<file path="config.mk">
export PLATFORM = sky130hd
export DESIGN_NAME = open_list_ctrl_flat
export DESIGN_NICKNAME = d
export VERILOG_FILES = /design/src/rtl/open_list_ctrl_if.sv /design/src/rtl/open_list_ctrl.sv /design/src/flat_wrapper.sv
export SDC_FILE = /design/constraint.sdc
export NUM_CORES = 1
export LEC_CHECK = 0
export CELL_PAD_IN_SITES_DETAIL_PLACEMENT = 1
export CELL_PAD_IN_SITES_GLOBAL_PLACEMENT = 2
export CORE_MARGIN = 2
export CORE_UTILIZATION = 34
export CTS_CLUSTER_DIAMETER = 200
export DETAILED_ROUTE_END_ITERATION = 10
export PLACE_DENSITY_LB_ADDON = 0.1
export SYNTH_ARGS = -nofsm -noshare
export SYNTH_HDL_FRONTEND = slang
export SYNTH_SLANG_ARGS = --single-unit
</file>
<file path="constraint.sdc">
create_clock -name clk -period 6.3 [get_ports clk]
set_clock_uncertainty 0.15 [all_clocks]
set_input_delay 0.945 -clock clk [delete_from_list [all_inputs] [get_ports clk]]
set_output_delay 0.945 -clock clk [all_outputs]
set_load 0.05 [all_outputs]
</file>
<file path="src/rtl/open_list_ctrl_if.sv">
// Request/result and memory-port bundle between the A* search FSM, the
// open-list controller and its UpdateQueue memory.
interface open_list_ctrl_if #(
    parameter int DATA_WIDTH = 8,
    parameter int ADDR_WIDTH = 4
);
    logic                  upd_valid, upd_ready, upd_done, upd_applied;
    logic [ADDR_WIDTH-1:0] upd_addr;
    logic [DATA_WIDTH-1:0] upd_cost;

    logic                  ins_valid, ins_ready, ins_done;
    logic [DATA_WIDTH-1:0] ins_cost;
    logic [ADDR_WIDTH-1:0] ins_addr;

    logic                  pop_valid, pop_ready, pop_done, pop_empty;
    logic [ADDR_WIDTH-1:0] pop_addr;
    logic [DATA_WIDTH-1:0] pop_cost;

    logic [ADDR_WIDTH-1:0] mem_addr;
    logic [DATA_WIDTH-1:0] mem_data, mem_rdata;
    logic                  mem_we;

    logic [ADDR_WIDTH:0]   count;
    logic                  full, empty;

    modport master (
        output upd_valid, upd_addr, upd_cost, ins_valid, ins_cost, pop_valid, mem_rdata,
        input  upd_ready, upd_done, upd_applied, ins_ready, ins_done, ins_addr,
        input  pop_ready, pop_done, pop_empty, pop_addr, pop_cost,
        input  mem_addr, mem_data, mem_we, count, full, empty
    );

    modport slave (
        input  upd_valid, upd_addr, upd_cost, ins_valid, ins_cost, pop_valid, mem_rdata,
        output upd_ready, upd_done, upd_applied, ins_ready, ins_done, ins_addr,
        output pop_ready, pop_done, pop_empty, pop_addr, pop_cost,
        output mem_addr, mem_data, mem_we, count, full, empty
    );
endinterface

</file>
<file path="src/rtl/open_list_ctrl.sv">
// Open-list controller: serialises decrease-key, insert and extract-min onto
// the single UpdateQueue port; occupancy lives only in the valid bitmap.
module open_list_ctrl #(
    parameter int DATA_WIDTH = 8,
    parameter int ADDR_WIDTH = 4
) (
    input  logic            clk,
    input  logic            rst,
    open_list_ctrl_if.slave bus
);
    localparam int N = 1 << ADDR_WIDTH;

    typedef enum logic [2:0] {
        IDLE, UPD_RD, UPD_CMP, UPD_WR, INS_WR, SCAN, SCAN_LAST, POP_DONE
    } state_t;

    state_t                state, state_nxt;
    logic [N-1:0]          bitmap;
    logic [ADDR_WIDTH:0]   count;
    logic [ADDR_WIDTH-1:0] upd_addr_q, ins_addr_q, pop_addr_q, best_addr;
    logic [ADDR_WIDTH-1:0] scan_idx, cand_addr, free_idx;
    logic [DATA_WIDTH-1:0] upd_cost_q, ins_cost_q, pop_cost_q, best_cost;
    logic                  best_vld, upd_applied_q, pop_empty_q, upd_nop_q, pop_nop_q;
    logic                  upd_rdy, ins_rdy, pop_rdy, upd_acc, ins_acc, pop_acc;
    logic                  is_full, is_empty, cand_chk, take;

    assign is_full  = (count == (ADDR_WIDTH+1)'(N));
    assign is_empty = (count == '0);

    assign upd_rdy = (state == IDLE);
    assign ins_rdy = (state == IDLE) && !is_full && !bus.upd_valid;
    assign pop_rdy = (state == IDLE) && !bus.upd_valid && !bus.ins_valid;
    assign upd_acc = bus.upd_valid && upd_rdy;
    assign ins_acc = bus.ins_valid && ins_rdy;
    assign pop_acc = bus.pop_valid && pop_rdy;

    assign bus.upd_ready   = upd_rdy;
    assign bus.ins_ready   = ins_rdy;
    assign bus.pop_ready   = pop_rdy;
    assign bus.upd_applied = upd_applied_q;
    assign bus.ins_addr    = ins_addr_q;
    assign bus.pop_addr    = pop_addr_q;
    assign bus.pop_cost    = pop_cost_q;
    assign bus.pop_empty   = pop_empty_q;
    assign bus.count       = count;
    assign bus.full        = is_full;
    assign bus.empty       = is_empty;

    always_comb begin
        free_idx = '0;
        for (int i = N-1; i >= 0; i--)
            if (!bitmap[i]) free_idx = ADDR_WIDTH'(i);
    end

    // read data lags the scan address by one cycle; SCAN_LAST sees slot N-1
    assign cand_addr = scan_idx - 1'b1;
    assign cand_chk  = ((state == SCAN && scan_idx != '0) || state == SCAN_LAST) && bitmap[cand_addr];
    assign take      = cand_chk && (!best_vld || bus.mem_rdata < best_cost);

    always_comb begin
        state_nxt    = state;
        bus.mem_addr = '0;
        bus.mem_data = '0;
        bus.mem_we   = 1'b0;
        bus.upd_done = upd_nop_q;
        bus.ins_done = 1'b0;
        bus.pop_done = pop_nop_q;
        case (state)
            IDLE: begin
                if (upd_acc)      state_nxt = bitmap[bus.upd_addr] ? UPD_RD : IDLE;
                else if (ins_acc) state_nxt = INS_WR;
                else if (pop_acc) state_nxt = is_empty ? IDLE : SCAN;
            end
            UPD_RD: begin
                bus.mem_addr = upd_addr_q;
                state_nxt    = UPD_CMP;
            end
            UPD_CMP: state_nxt = UPD_WR;
            UPD_WR: begin
                bus.mem_addr = upd_addr_q;
                bus.mem_we   = upd_applied_q;
                bus.mem_data = upd_applied_q ? upd_cost_q : '0;
                bus.upd_done = 1'b1;
                state_nxt    = IDLE;
            end
            INS_WR: begin
                bus.mem_addr = ins_addr_q;
                bus.mem_data = ins_cost_q;
                bus.mem_we   = 1'b1;
                bus.ins_done = 1'b1;
                state_nxt    = IDLE;
            end
            SCAN: begin
                bus.mem_addr = scan_idx;
                if (scan_idx == '1) state_nxt = SCAN_LAST;
            end
            SCAN_LAST: state_nxt = POP_DONE;
            POP_DONE: begin
                bus.pop_done = 1'b1;
                state_nxt    = IDLE;
            end
            default: state_nxt = IDLE;
        endcase
        // reset aborts in the same cycle: no write or completion escapes
        if (rst) begin
            bus.mem_we   = 1'b0;
            bus.mem_addr = '0;
            bus.mem_data = '0;
            bus.upd_done = 1'b0;
            bus.ins_done = 1'b0;
            bus.pop_done = 1'b0;
        end
    end

    always_ff @(posedge clk) begin
        if (rst) begin
            state         <= IDLE;
            bitmap        <= '0;
            count         <= '0;
            upd_addr_q    <= '0;
            upd_cost_q    <= '0;
            ins_addr_q    <= '0;
            ins_cost_q    <= '0;
            pop_addr_q    <= '0;
            pop_cost_q    <= '0;
            best_addr     <= '0;
            best_cost     <= '0;
            best_vld      <= 1'b0;
            scan_idx      <= '0;
            upd_applied_q <= 1'b0;
            pop_empty_q   <= 1'b0;
            upd_nop_q     <= 1'b0;
            pop_nop_q     <= 1'b0;
        end else begin
            state     <= state_nxt;
            upd_nop_q <= 1'b0;
            pop_nop_q <= 1'b0;
            case (state)
                IDLE: begin
                    if (upd_acc) begin
                        upd_addr_q <= bus.upd_addr;
                        upd_cost_q <= bus.upd_cost;
                        if (!bitmap[bus.upd_addr]) begin
                            upd_nop_q     <= 1'b1;
                            upd_applied_q <= 1'b0;
                        end
                    end else if (ins_acc) begin
                        ins_addr_q <= free_idx;
                        ins_cost_q <= bus.ins_cost;
                    end else if (pop_acc) begin
                        if (is_empty) begin
                            pop_nop_q   <= 1'b1;
                            pop_empty_q <= 1'b1;
                        end else begin
                            scan_idx <= '0;
                            best_vld <= 1'b0;
                        end
                    end
                end
                UPD_CMP: upd_applied_q <= (upd_cost_q < bus.mem_rdata);
                INS_WR: begin
                    bitmap[ins_addr_q] <= 1'b1;
                    count              <= count + 1'b1;
                end
                SCAN: begin
                    scan_idx <= scan_idx + 1'b1;
                    if (take) begin
                        best_vld  <= 1'b1;
                        best_addr <= cand_addr;
                        best_cost <= bus.mem_rdata;
                    end
                end
                SCAN_LAST: begin
                    pop_addr_q  <= take ? cand_addr : best_addr;
                    pop_cost_q  <= take ? bus.mem_rdata : best_cost;
                    pop_empty_q <= 1'b0;
                end
                POP_DONE: begin
                    bitmap[pop_addr_q] <= 1'b0;
                    count              <= count - 1'b1;
                end
                default: ;
            endcase
        end
    end
endmodule
</file>
<file path="src/flat_wrapper.sv">
// flat-port wrapper written by rule: the top's interface ports become plain ports
module open_list_ctrl_flat 
#(
    parameter int DATA_WIDTH = 8,
    parameter int ADDR_WIDTH = 4
)
  (clk, rst, bus_upd_valid, bus_upd_addr, bus_upd_cost, bus_ins_valid, bus_ins_cost, bus_pop_valid, bus_mem_rdata, bus_upd_ready, bus_upd_done, bus_upd_applied, bus_ins_ready, bus_ins_done, bus_ins_addr, bus_pop_ready, bus_pop_done, bus_pop_empty, bus_pop_addr, bus_pop_cost, bus_mem_addr, bus_mem_data, bus_mem_we, bus_count, bus_full, bus_empty);
  open_list_ctrl_if #(.DATA_WIDTH(DATA_WIDTH), .ADDR_WIDTH(ADDR_WIDTH)) bus_i ();
  input  logic clk;
  input  logic rst;
  input wire logic [$bits(bus_i.upd_valid)-1:0] bus_upd_valid;
  input wire logic [$bits(bus_i.upd_addr)-1:0] bus_upd_addr;
  input wire logic [$bits(bus_i.upd_cost)-1:0] bus_upd_cost;
  input wire logic [$bits(bus_i.ins_valid)-1:0] bus_ins_valid;
  input wire logic [$bits(bus_i.ins_cost)-1:0] bus_ins_cost;
  input wire logic [$bits(bus_i.pop_valid)-1:0] bus_pop_valid;
  input wire logic [$bits(bus_i.mem_rdata)-1:0] bus_mem_rdata;
  output wire logic [$bits(bus_i.upd_ready)-1:0] bus_upd_ready;
  output wire logic [$bits(bus_i.upd_done)-1:0] bus_upd_done;
  output wire logic [$bits(bus_i.upd_applied)-1:0] bus_upd_applied;
  output wire logic [$bits(bus_i.ins_ready)-1:0] bus_ins_ready;
  output wire logic [$bits(bus_i.ins_done)-1:0] bus_ins_done;
  output wire logic [$bits(bus_i.ins_addr)-1:0] bus_ins_addr;
  output wire logic [$bits(bus_i.pop_ready)-1:0] bus_pop_ready;
  output wire logic [$bits(bus_i.pop_done)-1:0] bus_pop_done;
  output wire logic [$bits(bus_i.pop_empty)-1:0] bus_pop_empty;
  output wire logic [$bits(bus_i.pop_addr)-1:0] bus_pop_addr;
  output wire logic [$bits(bus_i.pop_cost)-1:0] bus_pop_cost;
  output wire logic [$bits(bus_i.mem_addr)-1:0] bus_mem_addr;
  output wire logic [$bits(bus_i.mem_data)-1:0] bus_mem_data;
  output wire logic [$bits(bus_i.mem_we)-1:0] bus_mem_we;
  output wire logic [$bits(bus_i.count)-1:0] bus_count;
  output wire logic [$bits(bus_i.full)-1:0] bus_full;
  output wire logic [$bits(bus_i.empty)-1:0] bus_empty;
  assign bus_i.upd_valid = bus_upd_valid;
  assign bus_i.upd_addr = bus_upd_addr;
  assign bus_i.upd_cost = bus_upd_cost;
  assign bus_i.ins_valid = bus_ins_valid;
  assign bus_i.ins_cost = bus_ins_cost;
  assign bus_i.pop_valid = bus_pop_valid;
  assign bus_i.mem_rdata = bus_mem_rdata;
  assign bus_upd_ready = bus_i.upd_ready;
  assign bus_upd_done = bus_i.upd_done;
  assign bus_upd_applied = bus_i.upd_applied;
  assign bus_ins_ready = bus_i.ins_ready;
  assign bus_ins_done = bus_i.ins_done;
  assign bus_ins_addr = bus_i.ins_addr;
  assign bus_pop_ready = bus_i.pop_ready;
  assign bus_pop_done = bus_i.pop_done;
  assign bus_pop_empty = bus_i.pop_empty;
  assign bus_pop_addr = bus_i.pop_addr;
  assign bus_pop_cost = bus_i.pop_cost;
  assign bus_mem_addr = bus_i.mem_addr;
  assign bus_mem_data = bus_i.mem_data;
  assign bus_mem_we = bus_i.mem_we;
  assign bus_count = bus_i.count;
  assign bus_full = bus_i.full;
  assign bus_empty = bus_i.empty;
  open_list_ctrl #(.DATA_WIDTH(DATA_WIDTH), .ADDR_WIDTH(ADDR_WIDTH)) u_core (.clk(clk), .rst(rst), .bus(bus_i));
endmodule
</file>
; Yosys cells after proc, flatten, opt, wreduce, memory -nomap -nowiden
; Cells that the tools add are included.
[word_totals]
reg_bits = 81
input_bits = 33
output_inout_bits = 44
wordCells = 159
[op_classes]
n_addsub = 4
magnitude_cmp = 8
n_eq_ne = 19
muxes = 69
bitwise_logic = 6
n_reduce_logical = 36
[ops]
columns = cell, n
row1 = 4-bit 2-to-1 mux, 22
row2 = 16-bit case mux with 2 select lines, 1
row3 = 1-bit 2-to-1 mux, 25
row4 = 8-bit 2-to-1 mux, 3
row5 = 4-bit by 5-bit less-than comparator with 1-bit output (second input constant), 4
row6 = 3-bit case mux with 6 select lines, 1
row7 = 16-bit AND, 1
row8 = 8-bit less-than comparator, 2
row9 = 2-bit inequality test (second input constant), 8
row10 = 16-bit inverter, 1
row11 = 16-bit bitwise OR, 1
row12 = 8-bit case mux with 2 select lines, 1
row13 = 3-bit 2-to-1 mux, 5
row14 = 3-bit == test (second input constant), 4
row15 = 1-bit logical AND, 12
row16 = 4-bit case mux with 3 select lines, 1
row17 = 5-bit case mux with 2 select lines, 1
row18 = 5-bit AND reduction, 2
row19 = 1-bit binary-select mux with 4-bit select, 2
row20 = 1-bit demux with 4-bit select, 2
row21 = 4-bit by 1-bit >= comparator with 1-bit output (second input constant), 2
row22 = 1-bit case mux with 2 select lines, 4
row23 = 4-bit case mux with 2 select lines, 1
row24 = 2-bit nonzero test, 4
row25 = 22 further kinds, 32

; Longest topological paths before layout
[logic_depth]
word_depth = 16
depth_mapped = 11
depth_no_buf = 9

; Least setup slack after synthesis
; Ideal clock, no wire load.
[synth_timing]
path_type = flip-flop to output port
startpoint = reg u_core.state[2]
endpoint = out bus_mem_data[0]
t_arrival_ns = 2.366
t_required_ns = 5.205
setup_slack_ns = 2.839
stages_incl_launch_ff = 9
path_buffers = 4
path_cell_list = dfxtp_1 > clkbuf_1 > nor2b_1 > clkbuf_1 > and2_1 > clkbuf_1 > clkbuf_1 > a22oi_1 > nor2_1
[synth_via]
elab_chain_cells = 3
elab_cells_between_ends = 4
classes_between = eq/ne (2) / mux (2)
[synth_rtl]
columns = item, line
row1 = "start, declared", open_list_ctrl.sv:17  ; state_t state, state_nxt;
row2 = "start signal, assigned", open_list_ctrl.sv:135  ; state <= state_nxt;
row3 = 3-bit == test / 3-bit by 2-bit == test with 1-bit output (equally long branches), open_list_ctrl.sv:68  ; case (state)
row4 = 8-bit case mux with 2 select lines *, open_list_ctrl.sv:68
row5 = 8-bit 2-to-1 mux *, open_list_ctrl.sv:105  ; if (rst) begin
row6 = "end, declared", flat_wrapper.sv:30  ; output wire logic [$bits(bus_i.mem_data)-1:0] bus_mem_data;
; Every way passes the cells marked *; elsewhere a longest branch is shown, timed or not.

; Worst setup path after layout
[layout_timing]
startpoint = reg u_core.state[2]
endpoint = out bus_mem_data[4]
; The elaborated chain is that of the path after synthesis.

==> metrics.yaml <==
status: "finished clean"
crit_type: "flop to primary output"
drive_gt1_frac: 0.0579
final_max_slew_viol_count: 0
synth_cell_type_count: 54
synth_flop_cell: "dfxtp_1"
ant_nets: 0
cp-end-kind: "primary output"
clock-root-buffer: "clkbuf_16"
ys_seq_area_frac: 0.356
cts_tree: "done"
cts.sink_count: 81
total_power_w: 0.00130
grt-ovfl-total: 0
die_h_um: 120
path_max_fanout: 18
drv_cap: 0
netlist_area_sq_um: 4560
required_ns: 5.20
drt_iter0_markers: 181
cts_hold_buf: 0
dieArea_sq_um: 14300
post-route-period-util: 0.746
grt_pass1_wl_um: 23700
hold_class: "flop to flop"
grt_max_degree: 58
slew_headroom: 0.295
design.portCount: 77
place_hpwl_um: 10600
yosys_warnings: 0
worst-path-buf-inv: 1
final_cell_mix: "dfxtp_1, clkdlybuf4s50_1, nand2_1, nor2_1, a21oi_1"
die-width_um: 120
drt-wirelength-per-cell_um: 18.4
hold_viol: 0
firstDrtPassIters: 4
synth_area_leaders: "dfxtp_1, a21oi_1, nand2_1, ha_1, nor2_1"
worstSkewPairLatency_ns: 0.34
cts_buffer_depth: 2
cts_buffers: 9
core_sq_um: 13100
syn_nets: 617
dp_cells: 783
finalSetupTns_ns: 0
cp_cell_sequence: "nor2b_1 > and2_1 > o21bai_1 > nor2_1 > clkdlybuf4s50_1"
critical_path.slowest_cell: "clkdlybuf4s50_1"
h-tree-depth: 3
fill_cells: 1570
finalHoldWorstSlack_ns: 0.306
route.detailed.drc: 0
p_leak_nw: 1.95
layout_commonest_cell: "dfxtp_1"
crit_family: "simple AND/OR/NAND/NOR gates"
diodes: 0
post_synth.cell_area_avg_sq_um: 8.08
num_rows: 42
fmax_ghz: 0.213
first_global_vias: 4324
worst_pin_slew_ns: 1.05
clk_pin_slew_ns: 0.06
yosysTopAreaCell: "dfxtp_1"
initial_core_util: 0.347
num_vias: 4293
setup_violations: 0
fin_nets: 671
syn_inst: 564
min_period_ns: 4.70
synth-edff-count: 0
synth-seq-cells: 81
yosysTopAreaCellShare: 0.356
max_stage_delay_ns: 0.82
drt-total-wl_um: 14700
gp_congestion: 0.841
async_flop_share: 0
final_cells: 798
areaGrowthSynthToFinish_pct: 24.8
via_per_inst: 5.38
power_density_nw_per_um2: 229
cts_setup_buffers: 0
startpoint_type: "flop"
grt_setup_unrepaired: "false"
ir_drop_mv: 0.111
ctsResizeCount: 0
antenna_found_initial: 0
grtUsageTotal: 0.212
portBuffers: 76
arrival_ns: 3.61
worst register-to-register path, stage by stage, from the launching register on:
cell,delay [ns]
dfxtp_1,0.80
inv_1,0.11
ha_1,0.30
xnor2_2,0.28
o21ai_1,0.16
o221ai_2,0.26
o2111ai_4,0.22
a211oi_4,0.92
mux2i_1,0.30
nor2_1,0.07
sequential cells by signal (all words and copies together) (netlist names), 5 cells and up:
register and cells:
u_core.bus.pop_cost 8, u_core.best_cost 8, u_core.bus.count 5, u_core.ins_cost_q 8
u_core.upd_cost_q 8, u_core.bitmap 16
layer usage:
metal / up-vias / track usage / share of wire
li1: 2085 / - / -
met1: 2123 / 0.307 / 0.50
met2: 78 / 0.325 / 0.46
met3: 7 / 0.0404 / 0.038
met4: 0 / 0.0500 / 0.0081
met5: - / 0 / 0
metrics by stage:
step / util / instance area [sq um] / setup WS [ns]
global route: 0.433 / 5690 / 1.28
CTS: 0.433 / 5690 / 1.57
floorplan: - / 4560 / 2.84
detailed placement: 0.411 / 5400 / 1.95
finish: 0.433 / 5690 / 1.60
global placement: 0.411 / 5400 / 2.10
cells in the mapped netlist, drive strengths merged (2+ instances only):
master  number
nand2b       4
a311oi       2
nand3       13
a31oi        8
mux2         2
xor2         3
and2         4
and3         2
inv         35
o21a         3
or3          3
a22oi       12
ha          19
dfxtp       81
clkbuf      31
o21ai       30
a21o         7
a21oi       56
a211oi      20
mux4         7
a211o        4
nor4b        3
o21bai       2
nor2b        5
xnor2        6
nand4        7
nor4         2
buf          4
nor2        62
nand3b       3
nand2       73
mux2i       19
o211ai       3
nor3        14
nor3b        5
cell families after synthesis:
logic type               count (synthesis)  share of synthesized area
buffers and inverters                   70                     0.0618
AND/OR/NAND/NOR                        200                      0.200
XOR/XNOR                                 9                     0.0190
flip-flops                              81                      0.356
adder cells (fa/ha/maj)                 20                     0.0566
AO/OA/AOI/OAI                          156                      0.224
multiplexers                            28                     0.0821
path summary, 6_finish.rpt:
kind | start | to | slack (ns) | depth (start not counted)
min | u_core.upd_addr_q[0] | u_core.upd_addr_q[0] | 0.31 | 2
min reg2reg | u_core.upd_addr_q[0] | u_core.upd_addr_q[0] | 0.31 | 2
max | u_core.state[2] | bus_mem_data[4] | 1.60 | 5
max reg2reg | u_core.scan_idx[0] | u_core.best_cost[4] | 2.59 | 9
where the power goes:
group / internal (W) / switching (W)
sequential: 0.000531 / 0.0000248
clock: 0.000317 / 0.000214
combinational: 0.0000771 / 0.000140
cell type report:
cell class,instances,area [sq um],area share
clock buffer,13,250,0.0440
inverter,35,131,0.0231
clock inverter,2,38.8,0.00682
timing repair buffer,78,771,0.136
multi-input combinational,413,2650,0.467
sequential,81,1620,0.285
tap,176,220,0.0387
Power figures use the tool's default switching activity.
==> edit, RTL diff (same flow settings) <==
Encoding of `state_t`: now one-hot (8 bits for 8 states).
--- a/src/rtl/open_list_ctrl.sv
+++ b/src/rtl/open_list_ctrl.sv
@@ -12,4 +12,4 @@
 
-    typedef enum logic [2:0] {
-        IDLE, UPD_RD, UPD_CMP, UPD_WR, INS_WR, SCAN, SCAN_LAST, POP_DONE
+    typedef enum logic [7:0] {
+        IDLE = 8'b00000001, UPD_RD = 8'b00000010, UPD_CMP = 8'b00000100, UPD_WR = 8'b00001000, INS_WR = 8'b00010000, SCAN = 8'b00100000, SCAN_LAST = 8'b01000000, POP_DONE = 8'b10000000
     } state_t;
Formal check against the unedited RTL: no difference found for any inputs over 10 cycles, from zero or initial values and one cycle with rst high; not proved beyond that.
==> edit against the original RTL <==
Total power is 0.15% lower. Worst setup slack better by 130 ps. Register-to-register slack better by 100 ps. Area after synthesis is 3.5% higher. Final cell count is 4.4% higher. Sequential cell count is 5 higher. Global-route usage is 0.35 points higher. Final area is 3.9% higher. Non-clock buffer count stayed put. Combinational power is 48% lower. Routed wire length is 4.0% higher. Via count is 3.8% higher. Largest cell class unchanged. Largest power group is now clock.
==> edit: results (changes against the original RTL) <==
logic_synthesis:
  ys_seq_area_share_pct: 36.5  # was 35.6%
  ys_top_cells_by_area: "dfxtp_1 (37%), a21oi_1 (7.4%), nor2_1 (6.5%)"  # was dfxtp_1 (36%), a21oi_1 (6.0%), nand2_1 (6.0%)
  yosys-top-cells-count: "dfxtp_1 (86), nor2_1 (81), nand2_1 (80)"  # was dfxtp_1 (81), nand2_1 (73), nor2_1 (58)
  ys_types: 59  # was 54
  ys.flop_type: "dfxtp_1"  # unchanged
  async_flop_share_pct: 0  # unchanged
  synth_fp_nets: 646  # was 617
clock_tree:
  clkTransAtPathRegs_ps: 60  # about the same
  cts-root-buf: "clkbuf_16"  # unchanged
  cts_resized: 0  # unchanged
  cts_buffers: 9  # unchanged
  postCtsHoldBufs: 0  # unchanged
  postCtsSetupBuffers: 0  # unchanged
  htree_levels: 3  # unchanged
finish:
  layout-drive-gt1-share_pct: 6.28  # was 5.79%
  nNetsFinal: 701  # was 671
  regMostFlops: "u_core.bitmap"  # unchanged
  largest_reg_flops: 16  # unchanged
worst_setup_path:
  critPathMaxFanout: 13  # was 18
  arrival_ps: 3480  # was 3610 ps
  r2r-start: "u_core.scan_idx[0]$_SDFFE_PP0P_"  # unchanged
  cp-startpoint: "u_core.state[1]$_SDFFE_PP0P_"  # was u_core.state[2]$_SDFFE_PP0P_
  critical_path.top_delay_family: "simple AND/OR/NAND/NOR gates"  # unchanged
  reg2reg_depth: 10  # was 9
  slowest_stage: "clkdlybuf4s50_1"  # unchanged
  max_stage_delay_ps: 830
drt:
  wirelength_um: 15300  # was 14700 um
  dr.pass1.iters: 4  # unchanged
  dr.first_iter.drc_count: 252  # was 181
  route.vias.total: 4454  # was 4293
global_routing:
  grt_max_degree: 68  # was 58
  grt_pass1_vias: 4616  # was 4324
  grt_pass1_wl_um: 24500  # was 23700 um
  grt_use_total_pct: 21.5  # was 21.2%
  grt_antenna_before_repair: 0  # unchanged
power_and_ir_drop:
  ir_drop_uv: 90.9  # was 111 uV
  p_leak_uw: 0.00208  # was 0.00195 uW
outcome:
  status: "finished clean"  # unchanged
placement:
  gp_congestion: 0.814  # was 0.841
  detailed_place.area_mm2: 0.00556  # was 0.00540 mm^2
  dpl.hpwl_um: 11400  # was 10600 um
hold_path:
  min_from: "u_core.ins_cost_q[0]$_SDFFE_PP0P_"  # was u_core.upd_addr_q[0]$_SDFFE_PP0P_
  worstHoldPathCells: 2  # unchanged
timing:
  tightest_slew_ps: 1220  # was 1050 ps
edit: path summary, 6_finish.rpt:
path              slack, ps                             endpoint
hold / removal          310    u_core.ins_cost_q[0]$_SDFFE_PP0P_
hold reg to reg         310    u_core.ins_cost_q[0]$_SDFFE_PP0P_
setup / recovery       1720                      bus_mem_addr[3]
setup reg to reg       2690  u_core.bus.pop_addr[3]$_SDFFE_PP0P_
edit: routing by layer:
layer  vias up  share of wire (%)  GRT usage [%]
li1       2187                  -              -
met1      2143                 50           31.0
met2       106                 44           32.9
met3        18                5.0           3.00
met4         0                1.6           7.76
met5         -                  0              0
edit: final cells by class:
type | count | area [um^2]
fillers | 1685 | 7810
multi-input cells | 442 | 2720
flip-flops and latches | 86 | 1720
repair buffers | 78 | 771
clock buffers | 10 | 239
well taps | 180 | 225
inverters | 31 | 116
clock inverters | 6 | 109
edit: worst reg2reg max path, stage by stage, from the launching register on:
cell and delay (ps):
dfxtp_1 710, inv_1 200, ha_1 530, mux4_2 540
o21ai_0 160, a2111oi_4 140, o22ai_2 130, buf_4 320
mux2_2 370, mux2i_1 160, nor2_1 60
edit: power by group:
part	internal, uW	leakage (uW)	switching (uW)
clock	398	0.000172	230
sequential	554	0.000696	9.03
combinational	44.3	0.00121	68.1
edit: per-stage QoR:
stage                     setup WS, ps  instances  power, uW  hold WS, ps  utilization (%)
final                             1720        833       1300          307             43.0
after global routing              1530        833       1350          323             43.0
after CTS                         1680        833       1320          309             43.0
after detailed placement          1790        817        689          299             40.5
after global placement            1800        817        686          293             40.5
after floorplan                   2410        593        639          286                -
edit: cell families (layout without fill, tap and decap cells):
logic type	count (synthesis)	after routing	share of synthesized area, %
AND/OR/NAND/NOR	242	242	23.7
flip-flops	86	86	36.5
buffers and inverters	65	125	5.68
XOR/XNOR	9	9	1.67
adder cells (fa/ha/maj)	20	20	5.47
multiplexers	19	19	6.48
AO/OA/AOI/OAI	152	152	20.5
